==> src/rtl/reconfig_pkg.sv <==
// Shared types and constants for the internal-reconfiguration scheduler.
package reconfig_pkg;

    localparam int                IMG_W        = 2;
    localparam logic [IMG_W-1:0]  GOLDEN_IMAGE = 2'b00;

    typedef enum logic [2:0] {
        ST_IDLE  = 3'd0,
        ST_ARM   = 3'd1,
        ST_PULSE = 3'd2,
        ST_WAIT  = 3'd3,
        ST_ERR   = 3'd4
    } state_e;

    function automatic int max_of(input int a, input int b);
        return (a > b) ? a : b;
    endfunction

endpackage

==> src/rtl/reconfig_prio_arb.sv <==
// Combinational fixed-priority one-hot picker; bit 0 has the highest priority.
module reconfig_prio_arb #(
    parameter int N = 3
) (
    input  logic [N-1:0] req_i,
    output logic [N-1:0] gnt_o
);

    // NOTE: assign a default before the loop so no path leaves gnt_o unassigned (no latch).
    always_comb begin
        gnt_o = '0;
        for (int i = N - 1; i >= 0; i--) begin
            if (req_i[i]) begin
                gnt_o    = '0;
                gnt_o[i] = 1'b1;
            end
        end
    end

endmodule

==> src/rtl/reconfig_scheduler.sv <==
// Arbitrates user/auto-timer reconfiguration requests and drives the ARM -> CONFIG pulse -> WAIT
// sequence on the cfg_* pins, falling back once to the golden image on error or timeout.
module reconfig_scheduler
    import reconfig_pkg::*;
#(
    parameter int               NREQ         = 2,
    parameter int               ARM_CYCLES   = 4,
    parameter int               PULSE_CYCLES = 16,
    parameter int               WAIT_CYCLES  = 1024,
    parameter logic [23:0]      AUTO_CYCLES  = 24'h1AB400,
    parameter logic [IMG_W-1:0] AUTO_IMAGE   = 2'b01,
    parameter int               MAX_RETRY    = 1
) (
    input  logic                  clk,
    input  logic                  rst,
    input  logic [NREQ-1:0]       req,
    input  logic [NREQ*IMG_W-1:0] req_image,
    input  logic                  auto_en,
    input  logic                  cfg_ERROR,
    output logic [IMG_W-1:0]      cfg_CBSEL,
    output logic                  cfg_ENA,
    output logic                  cfg_CONFIG,
    output logic [NREQ-1:0]       grant,
    output logic                  busy,
    output logic                  fail
);

    localparam int TMR_W   = $clog2(max_of(max_of(ARM_CYCLES, PULSE_CYCLES), WAIT_CYCLES)) + 1;
    localparam int RETRY_W = $clog2(MAX_RETRY) + 1;

    localparam logic [TMR_W-1:0]   ARM_LOAD   = TMR_W'(ARM_CYCLES - 1);
    localparam logic [TMR_W-1:0]   PULSE_LOAD = TMR_W'(PULSE_CYCLES - 1);
    localparam logic [TMR_W-1:0]   WAIT_LOAD  = TMR_W'(WAIT_CYCLES - 1);
    localparam logic [RETRY_W-1:0] RETRY_MAX  = RETRY_W'(MAX_RETRY);

    state_e             state_q;
    logic [TMR_W-1:0]   tmr_q;
    logic [IMG_W-1:0]   image_q;
    logic [RETRY_W-1:0] retry_q;
    logic               err_meta_q, err_s_q;
    logic [23:0]        auto_cnt_q, auto_cnt_d;
    logic               auto_pend_q, auto_pend_d;
    logic [NREQ:0]      pick;
    logic [IMG_W-1:0]   pick_image;
    logic               auto_take;

    reconfig_prio_arb #(.N(NREQ + 1)) u_arb (
        .req_i (({auto_pend_q, req})),
        .gnt_o (pick)
    );

    always_comb begin
        pick_image = AUTO_IMAGE;
        for (int i = 0; i < NREQ; i++) begin
            if (pick[i]) pick_image = req_image[i*IMG_W +: IMG_W];
        end
    end

    assign auto_take = (state_q == ST_IDLE) && pick[NREQ];

    // Auto-timer: stops counting while a request is pending, restarts after it is granted.
    always_comb begin
        auto_cnt_d  = auto_cnt_q;
        auto_pend_d = auto_pend_q;
        if (!auto_en) begin
            auto_cnt_d  = '0;
            auto_pend_d = 1'b0;
        end else if (auto_take) begin
            auto_pend_d = 1'b0;
        end else if (!auto_pend_q) begin
            if (auto_cnt_q == AUTO_CYCLES - 24'd1) begin
                auto_cnt_d  = '0;
                auto_pend_d = 1'b1;
            end else begin
                auto_cnt_d = auto_cnt_q + 24'd1;
            end
        end
    end

    // NOTE: sequential state uses non-blocking assignments so every flop samples pre-edge values.
    always_ff @(posedge clk or posedge rst) begin
        if (rst) begin
            err_meta_q  <= 1'b0;
            err_s_q     <= 1'b0;
            auto_cnt_q  <= '0;
            auto_pend_q <= 1'b0;
        end else begin
            err_meta_q  <= cfg_ERROR;
            err_s_q     <= err_meta_q;
            auto_cnt_q  <= auto_cnt_d;
            auto_pend_q <= auto_pend_d;
        end
    end

    always_ff @(posedge clk or posedge rst) begin
        if (rst) begin
            state_q    <= ST_IDLE;
            tmr_q      <= '0;
            image_q    <= GOLDEN_IMAGE;
            retry_q    <= '0;
            cfg_CBSEL  <= GOLDEN_IMAGE;
            cfg_ENA    <= 1'b0;
            cfg_CONFIG <= 1'b0;
            grant      <= '0;
            busy       <= 1'b0;
            fail       <= 1'b0;
        end else begin
            grant <= '0;
            case (state_q)
                ST_IDLE: begin
                    if (|pick) begin
                        grant     <= pick[NREQ-1:0];
                        image_q   <= pick_image;
                        cfg_CBSEL <= pick_image;
                        cfg_ENA   <= 1'b1;
                        retry_q   <= '0;
                        fail      <= 1'b0;
                        busy      <= 1'b1;
                        tmr_q     <= ARM_LOAD;
                        state_q   <= ST_ARM;
                    end
                end
                ST_ARM: begin
                    if (tmr_q == '0) begin
                        cfg_CONFIG <= 1'b1;
                        tmr_q      <= PULSE_LOAD;
                        state_q    <= ST_PULSE;
                    end else begin
                        tmr_q <= tmr_q - 1'b1;
                    end
                end
                ST_PULSE: begin
                    if (tmr_q == '0) begin
                        cfg_CONFIG <= 1'b0;
                        tmr_q      <= WAIT_LOAD;
                        state_q    <= ST_WAIT;
                    end else begin
                        tmr_q <= tmr_q - 1'b1;
                    end
                end
                ST_WAIT: begin
                    // An error and a timeout in the same cycle both land in ERR.
                    if (err_s_q || (tmr_q == '0)) begin
                        state_q <= ST_ERR;
                    end else begin
                        tmr_q <= tmr_q - 1'b1;
                    end
                end
                ST_ERR: begin
                    if ((retry_q < RETRY_MAX) && (image_q != GOLDEN_IMAGE)) begin
                        retry_q   <= retry_q + 1'b1;
                        image_q   <= GOLDEN_IMAGE;
                        cfg_CBSEL <= GOLDEN_IMAGE;
                        tmr_q     <= ARM_LOAD;
                        state_q   <= ST_ARM;
                    end else begin
                        fail      <= 1'b1;
                        cfg_ENA   <= 1'b0;
                        cfg_CBSEL <= GOLDEN_IMAGE;
                        busy      <= 1'b0;
                        state_q   <= ST_IDLE;
                    end
                end
                default: begin
                    cfg_ENA    <= 1'b0;
                    cfg_CONFIG <= 1'b0;
                    busy       <= 1'b0;
                    state_q    <= ST_IDLE;
                end
            endcase
        end
    end

endmodule

==> config.mk <==
export PLATFORM = sky130hd
export DESIGN_NAME = reconfig_scheduler
export DESIGN_NICKNAME = d
export VERILOG_FILES = /design/src/rtl/reconfig_pkg.sv /design/src/rtl/reconfig_prio_arb.sv /design/src/rtl/reconfig_scheduler.sv
export SDC_FILE = /design/constraint.sdc
export NUM_CORES = 1
export LEC_CHECK = 0
export CORE_ASPECT_RATIO = 2
export CORE_MARGIN = 5
export CORE_UTILIZATION = 59
export CTS_CLUSTER_SIZE = 10
export DETAILED_ROUTE_END_ITERATION = 16
export GPL_TIMING_DRIVEN = 0
export PLACE_DENSITY = 0.77
export SYNTH_ARGS = -nofsm -noshare
export SYNTH_HDL_FRONTEND = slang
export SYNTH_SLANG_ARGS = --single-unit
==> constraint.sdc <==
create_clock -name clk -period 2.7 [get_ports clk]
set_input_delay 0.54 -clock clk [delete_from_list [all_inputs] [get_ports clk]]
set_output_delay 0.54 -clock clk [all_outputs]
set_load 0.1 [all_outputs]
### Word-level counts from Yosys, hierarchy flattened

Index checks and enable logic that the tools add are counted.

* add/subtract/negate cells: 3
* $mul: 0
* div/mod/pow operators: 0
* $lt $le $gt $ge: 1
* equal/unequal tests: 14
* shifts and indexed selects: 0
* multiplexer cells: 42
* bitwise operators: 2
* reductions and logical operators: 19

Operators with widths (count)
* $mux W24: 4
* $mux W11: 5
* $pmux W11 S5: 1
* $add A24 B1 Y24 const B: 1
* $eq A24 B21 Y1 const B: 1
* $mux W3: 7
* $ne A2 B2 Y1 const B: 8
* $pmux W3 S5: 1
* $mux W1: 12
* $mux W2: 6
* $reduce_and A3 Y1: 4
* $logic_not A11 Y1: 1
* $sub A11 B1 Y11 const B: 1
* $reduce_or A3 Y1: 3
* $pmux W2 S2: 2
* $reduce_and A4 Y1: 2
* $eq A3 B2 Y1 const B: 2
* $pmux W1 S3: 2
* $reduce_bool A5 Y1: 1
* $pmux W1 S2: 2
* $reduce_and A2 Y1: 2
* $reduce_bool A2 Y1: 2
* $eq A3 B1 Y1 const B: 1
* $eq A3 B3 Y1 const B: 1
* other kinds (7): 9

* bits in registers: 51
* bits in latches: 0
* memory bits (writable): 0
* bits in read-only memories: 0
* bits of input ports: 10
* logic and storage cells: 94
* memories: 0

### Logic depth before layout (Yosys ltp)

Gate-level depths: netlist (run 1).

* word-level depth: 7
* gate-level depth with buffers: 8
* mapped depth without buffers: 7

### By module

From an unflattened synthesis (run 1), not the netlist that was laid out.

* cell total of the unflattened synthesis: 332
* area total of the unflattened synthesis: 2862.7 um^2

Modules (own cells, without submodules)
* reconfig_scheduler: times used 1, cells each 329, area an instance 2836.5 um^2, sequential area each 1276.2 um^2
* reconfig_prio_arb: times used 1, cells each 3, area an instance 26.3 um^2, sequential area each 0.0 um^2

### Least setup slack after synthesis (run 1)

Ideal clock, no wire load.

* kind: register to register
* start point: register auto_cnt_q[0]
* end point: register auto_cnt_q[23]
* arrival: 1.888 ns
* data required time: 2.631 ns
* setup slack: 0.743 ns
* cell stages (with the launch flop): 7
* buffers on the path: 0
* clock period less this slack: 1.957 ns
* path through: dfrtp_1 > ha_1 > nand4_1 > and4b_4 > a211o_4 > or4_1 > nand3_1

* word-level cells in the longest chain between the ends: 5
* elaborated cells between the ends (all ways): 6

RTL lines
* from (decl): line reconfig_scheduler.sv:41 `logic [23:0] auto_cnt_q, auto_cnt_d;`
* from (signal assigned): line reconfig_scheduler.sv:90 `auto_cnt_q <= auto_cnt_d;`
* $add A24 B1 Y24 / $eq A24 B21 Y1 (equally long branches): line reconfig_scheduler.sv:75, reconfig_scheduler.sv:71
* $mux W24 (*): line reconfig_scheduler.sv:71 `if (auto_cnt_q == AUTO_CYCLES - 24'd1) begin`
* $mux W24 (*): line reconfig_scheduler.sv:70 `end else if (!auto_pend_q) begin`
* $mux W24 (*): line reconfig_scheduler.sv:68 `end else if (auto_take) begin`
* $mux W24 (*): line reconfig_scheduler.sv:65 `if (!auto_en) begin`

Every way passes the cells marked *; elsewhere a longest branch is shown, timed or not. The select of a mux whose other input is x is not followed.
A chain may end at the register's enable or synchronous reset.

==> results of run 1 <==
[sequential cells by signal, summed over array words and instances, names as in the netlist]
signal and flops:
auto_cnt_q 24, tmr_q 11, state_q 3, cfg_CBSEL 2, grant 2, image_q 2, auto_pend_q 1, busy 1
cfg_CONFIG 1, err_meta_q 1, err_s_q 1, fail 1, retry_q 1
[worst min path at each step]
stage	slack, ns	to	cells past startpoint	from
after CTS	0.36	err_s_q	0	err_meta_q
after detailed placement	0.35	err_s_q	0	err_meta_q
after floorplan	0.33	err_s_q	0	err_meta_q
after global routing	0.38	err_s_q	0	err_meta_q
after global placement	0.35	err_s_q	0	err_meta_q
final	0.36	err_s_q	0	err_meta_q
[per-layer routing]
layer	part of all wire, %	routed length, microns	vias to the layer above
met4	2.6	172	0
met5	0	0	-
met2	56	3770	49
met1	39	2640	1231
met3	2.4	160	18
li1	-	-	1244
[cells by family after synthesis]
kind of cell	Yosys count	synth area share, %
compound gates	100	22.2
xor+xnor	1	0.308
fa+ha+maj	3	1.32
buf+inv	28	4.71
flops	51	44.9
mux	1	0.396
simple gates	134	26.2
[area by class of cell]
cell class,instances,area [sq um],share of cell area [%]
clock buffers,7,96.3,3.00
inverters,14,52.6,1.64
plain buffers,14,81.3,2.54
flip-flops and latches,51,1280,39.8
clock inverters,1,7.51,0.234
multi-input cells,239,1430,44.7
well taps,55,68.8,2.15
repair buffers,18,190,5.93
[metrics by stage]
step,total power (uW),instances
after floorplan,840,318
after global placement,869,390
after detailed placement,874,391
after CTS,1360,399
after global routing,1400,399
final,1360,399
[where the power goes]
part | switching [uW] | internal, uW | leakage, uW
clock | 262 | 234 | 0.0000505
combinational | 45.0 | 33.1 | 0.000678
sequential | 10.3 | 771 | 0.000628
total | 317 | 1040 | 0.00136
[layout by cell type, fill, tap and decap left out, types with 3 or more instances in the layout]
cell and instances:
clkbuf_1 5, a31oi_1 13, nor2_1 22, inv_1 13, and3_1 5, clkbuf_8 7, and2_1 4, nand3_1 18
nand2b_1 4, ha_1 3, a21oi_1 28, clkdlybuf4s50_1 17, a22o_1 5, o21ai_1 15, or3_1 8, nand4_1 6
buf_2 5, nor3_1 9, dfrtp_1 51, o21ai_0 15, a21o_1 4, nand2_1 35
[worst max-delay path: stages, from the launching register on]
cell and delay (ns):
dfrtp_1 0.37, buf_4 0.11, clkdlybuf4s50_1 1.11
==> flow_metrics.env, run 1 <==
export IMPL_totalNegativeSetupSlack_ns=0
export IMPL_synth_top_flop_cell="dfrtp_1"
export IMPL_timing_hold_ws_ns=0.358
export IMPL_timing_final_max_slew_violations=0
export IMPL_route_detailed_drc=0
export IMPL_antenna_found_initial=0
export IMPL_final_clock_skew_ns=0.0159
export IMPL_drv_cap=0
export IMPL_globalRoute_totalOverflow=0
export IMPL_first_global_vias=2553
export IMPL_worst_slew_pin_transition_ns=0.985
export IMPL_worstPathMaxFanout=3
export IMPL_post_synth_inst_count=318
export IMPL_routed_wirelength_microns=6740
export IMPL_clock_tree_buffer_depth=2
export IMPL_netlist_area_leader_share_pct=44.9
export IMPL_reg2reg_slack_ns=0.40
export IMPL_vias=2542
export IMPL_layout_core_utilization_pct=69.1
export IMPL_timing_final_crit_period_ns=2.43
export IMPL_placementRows=35
export IMPL_worst_r2r_startpoint="auto_cnt_q[0]"
export IMPL_hpwlAfterDp_microns=4980
export IMPL_leakagePower_uw=0.00136
export IMPL_cp_arrival_ns=1.89
export IMPL_period_share_pct=90.0
export IMPL_critPathCapture="cfg_ENA"
export IMPL_synth_yosys_seq_area_share_pct=44.9
export IMPL_antenna_cell_count=0
export IMPL_clock_sink_count=51
export IMPL_final_nets=356
export IMPL_grt_pass1_wl_microns=11900
export IMPL_drt_vias_per_instance=6.37
export IMPL_setup_viol=0
export IMPL_cts_buffers_inserted=5
export IMPL_cts_tree="built"
export IMPL_r2r_end="auto_cnt_q[20]"
export IMPL_yosys_area_top_type="dfrtp_1"
export IMPL_syn_nets=331
export IMPL_post_cts_setup_buffers=0
export IMPL_crit_type="reg -> out"
export IMPL_busiest_layer="met2"
export IMPL_synth_top_cells_by_area="dfrtp_1, a21oi_1, nand2_1"
export IMPL_max_clock_freq_mhz=412
export IMPL_maximum_number_of_pins_on_one_net_before_global_route_repair=37
export IMPL_filler_cell_count=393
export IMPL_end_kind="primary output"
export IMPL_place_worst_setup_slack_ns=0.252
export IMPL_chipHeight_microns=108
export IMPL_synthesis_area_per_instance_sq_um=8.94
export IMPL_status="finished clean"
export IMPL_drive_gt1_share_pct=9.88
export IMPL_worst_slack_ns=0.270
export IMPL_synth_cell_types=58
export IMPL_effective_utilization_at_floorplan_pct=61.3
export IMPL_post_synth_instance_area_sq_um=2840
export IMPL_dr_first_iter_drc_count=105
export IMPL_grt_util_met3_pct=3.58
export IMPL_holdBufCountCts=0
export IMPL_use_met1_pct=26.3
export IMPL_cts_root_buf="clkbuf_8"
export IMPL_die_w_microns=59.1
export IMPL_number_of_synthesized_register_bits=51
export IMPL_synthToLayoutAreaGrowth_pct=12.8
export IMPL_start_kind="flop"
export IMPL_cp_required_ns=2.16
export IMPL_antenna_left=0
export IMPL_depth_of_the_worst_register_to_register_path=7
export IMPL_synth_enable_flop_cells=0
export IMPL_maxSlewHeadroom_pct=34.2
export IMPL_routedWlPerCell_microns=16.9
export IMPL_design_core_area_sq_um=4640
export IMPL_overall_global_routing_usage_pct=23.8
export IMPL_power_density_nw_per_um2=423
export IMPL_layout_cell_area_non_filler_sq_um=3210
export IMPL_critical_path_launch_point="busy"
export IMPL_drt_first_pass_iters=4
export IMPL_top_level_ports=18
export IMPL_yosysWarningCount=0
export IMPL_routabilityCongestion=0.856
export IMPL_placement_cell_area_sq_um=3100
export IMPL_cts_htree_levels=2
export IMPL_numPortBuffers=17
export IMPL_die_area_sq_um=6390
export IMPL_rsz0062_at_grt="no"
export IMPL_synth_async_sr_flop_share_pct=100
export IMPL_vdd_drop_max_mv=0.439
export IMPL_ys_top_cells_by_count="dfrtp_1, nand2_1, a21oi_1"
export IMPL_clk_pin_slew_ns=0.10
export IMPL_most_frequent_cell_after_synthesis="dfrtp_1"
export IMPL_clock_latency_ns=0.31
export IMPL_min_path_type="reg -> reg"
export IMPL_cts_repair_resize_count=0
export IMPL_final_hold_violation_count=0
export IMPL_globalRouteMet2Util_pct=42.8
Power figures use the tool's default switching activity.
==> run 2: changes to the inputs <==
==> constraint.sdc (replaced) <==
create_clock -name clk -period 2.7 [get_ports clk]
set_input_delay 0.27 -clock clk [delete_from_list [all_inputs] [get_ports clk]]
set_output_delay 0.27 -clock clk [all_outputs]
set_load 0.1 [all_outputs]
==> results of run 2 <==
Same layout as run 1 (identical final DEF). Status: finished clean.
Among the figures that moved: setup slack after placement 0.252 ns -> 0.474 ns; setup slack after layout 0.270 ns -> 0.404 ns; hold slack 0.358 ns -> 0.245 ns; start point of the critical path busy -> auto_cnt_q[0]; end point of the critical path cfg_ENA -> auto_cnt_q[20]
==> run 3: changes to the inputs <==
CORE_UTILIZATION = 25   (was 59)
PLACE_DENSITY = 0.38   (was 0.77)
clock period = 2.3 ns   (was 2.7 ns; I/O delays follow)
==> run 3 against run 2 <==
Final cell count increased by 22%. Maximum frequency increased by 5.7%. Clock skew decreased by 0.0074 ns. Non-clock buffer count increased by 2. Clock power increased by 53%. Register-to-register slack got worse by 0.28 ns. Final area increased by 5.8%.
==> flow_metrics.env, run 3 (same netlist as run 1, synthesis figures left out) <==
export IMPL_status="finished clean"
export IMPL_period_share_pct=94.4
export IMPL_clock_latency_ns=0.30
export IMPL_vdd_drop_max_mv=0.228
export IMPL_top_regs="auto_cnt_q (24), tmr_q (11), state_q (3)"
export IMPL_die_area_sq_um=13700
export IMPL_maxSlewHeadroom_pct=31.9
export IMPL_drt_vias_per_instance=5.11
export IMPL_placedCellCount=478
export IMPL_end_kind="flop"
export IMPL_antenna_found_initial=0
export IMPL_overall_global_routing_usage_pct=12.7
export IMPL_clock_tree_buffer_depth=2
export IMPL_antenna_cell_count=0
export IMPL_cts_tree="built"
export IMPL_placement_cell_area_sq_um=3210
export IMPL_max_clock_freq_mhz=460
export IMPL_routedWlPerCell_microns=17.4
export IMPL_chipHeight_microns=161
export IMPL_effective_utilization_at_floorplan_pct=25.4
export IMPL_grt_util_met3_pct=1.90
export IMPL_clk_pin_slew_ns=0.08
export IMPL_min_path_type="in -> async"
export IMPL_numPortBuffers=17
export IMPL_globalRoute_totalOverflow=0
export IMPL_grt_pass1_wl_microns=13500
export IMPL_setup_viol=0
export IMPL_globalRouteMet2Util_pct=26.5
export IMPL_layout_cell_area_non_filler_sq_um=3390
export IMPL_final_hold_violation_count=0
export IMPL_timing_final_crit_period_ns=2.17
export IMPL_layout_cells_most_common="dfrtp_1"
export IMPL_place_worst_setup_slack_ns=-0.0156
export IMPL_clock_sink_count=51
export IMPL_timing_final_max_slew_violations=0
export IMPL_filler_cell_count=1179
export IMPL_drive_gt1_share_pct=10.1
export IMPL_busiest_layer="met2"
export IMPL_holdBufCountCts=0
export IMPL_drt_first_pass_iters=4
export IMPL_use_met1_pct=11.7
export IMPL_crit_type="reg -> reg"
export IMPL_rsz0062_at_grt="no"
export IMPL_cp_arrival_ns=2.41
export IMPL_design_core_area_sq_um=11200
export IMPL_die_w_microns=85.4
export IMPL_final_instance_count_excl_fill=488
export IMPL_worst_slack_ns=0.128
export IMPL_final_clock_skew_ns=0.00850
export IMPL_dr_first_iter_drc_count=74
export IMPL_totalNegativeSetupSlack_ns=0
export IMPL_final_cell_mix="dfrtp_1, nand2_1, a21oi_1, nor2_1, nand3_1"
export IMPL_antenna_left=0
export IMPL_worst_slew_pin_transition_ns=1.02
export IMPL_placementRows=55
export IMPL_top_level_ports=18
export IMPL_cp_required_ns=2.54
export IMPL_max_flop_register="auto_cnt_q"
export IMPL_area_of_the_multi_input_gates_sq_um=1460
export IMPL_power_density_nw_per_um2=524
export IMPL_cts_buffers_inserted=5
export IMPL_cts_htree_levels=2
export IMPL_leakagePower_uw=0.00139
export IMPL_largest_reg_flops=24
export IMPL_routed_wirelength_microns=8470
export IMPL_seq_area_sq_um=1280
export IMPL_synthToLayoutAreaGrowth_pct=19.3
export IMPL_routabilityCongestion=0.739
export IMPL_first_global_vias=2531
export IMPL_hpwlAfterDp_microns=6210
export IMPL_vias=2496
export IMPL_start_kind="flop"
export IMPL_drv_cap=0
export IMPL_route_detailed_drc=0
export IMPL_worstPathMaxFanout=10
export IMPL_cts_root_buf="clkbuf_16"
export IMPL_maximum_number_of_pins_on_one_net_before_global_route_repair=37
export IMPL_final_nets=358
[run 3: changes by cell type in the layout (fill, tap and decap cells not counted), sizes merged]
cell and delta:
buf +2, clkinv +1, clkinvlp -1
[run 3: layout make-up]
class	count	share of cell area [%]
well taps	142	5.24
plain buffers	14	2.47
multi-input cells	239	43.0
flip-flops and latches	51	37.6
inverters	14	1.55
repair buffers	20	6.05
clock inverters	1	0.148
clock buffers	7	3.91
[run 3: repair_timing]
item                       in CTS  in global routing
resized for setup               1                  4
setup endpoints to repair       8                 22
pin swaps                       0                  1
buffers inserted                0                  2
[run 3: stage by stage]
stage	total power (uW)	hold WS (ns)	util [%]
floorplan	986	0.261	-
global placement	1030	0.349	28.5
detailed placement	1030	0.342	28.6
CTS	1800	0.271	29.9
global route	1850	0.299	30.2
finish	1780	0.241	30.2
[run 3: where the power goes]
part | switching (uW) | internal (uW)
registers | 12.6 | 905
clock network | 355 | 404
logic | 58.4 | 41.6
total | 426 | 1350
[run 3: worst max-delay path, stage by stage, from the launching register on]
cell	delay, ns
dfrtp_1	0.43
ha_1	0.29
nand4_1	0.16
and4b_4	0.26
a211o_4	0.41
or4_1	0.48
nand3_1	0.09
[run 3: worst paths after layout]
kind | from | endpoint | slack [ns] | cells past startpoint
setup / recovery | auto_cnt_q[0] | auto_cnt_q[23] | 0.13 | 6
hold / removal | rst | tmr_q[5] | 0.24 | 2
setup reg to reg | auto_cnt_q[0] | auto_cnt_q[23] | 0.13 | 6
hold reg to reg | err_meta_q | err_s_q | 0.37 | 0
max in group asynchronous | rst | auto_cnt_q[16] | 1.50 | 3
min in group clk | cfg_ERROR | err_meta_q | 0.37 | 1
[run 3: routing by layer]
layer	vias up	part of all wire, %
met4	0	1.6
li1	1228	-
met2	37	60
met1	1223	37
met5	-	0
met3	8	1.7
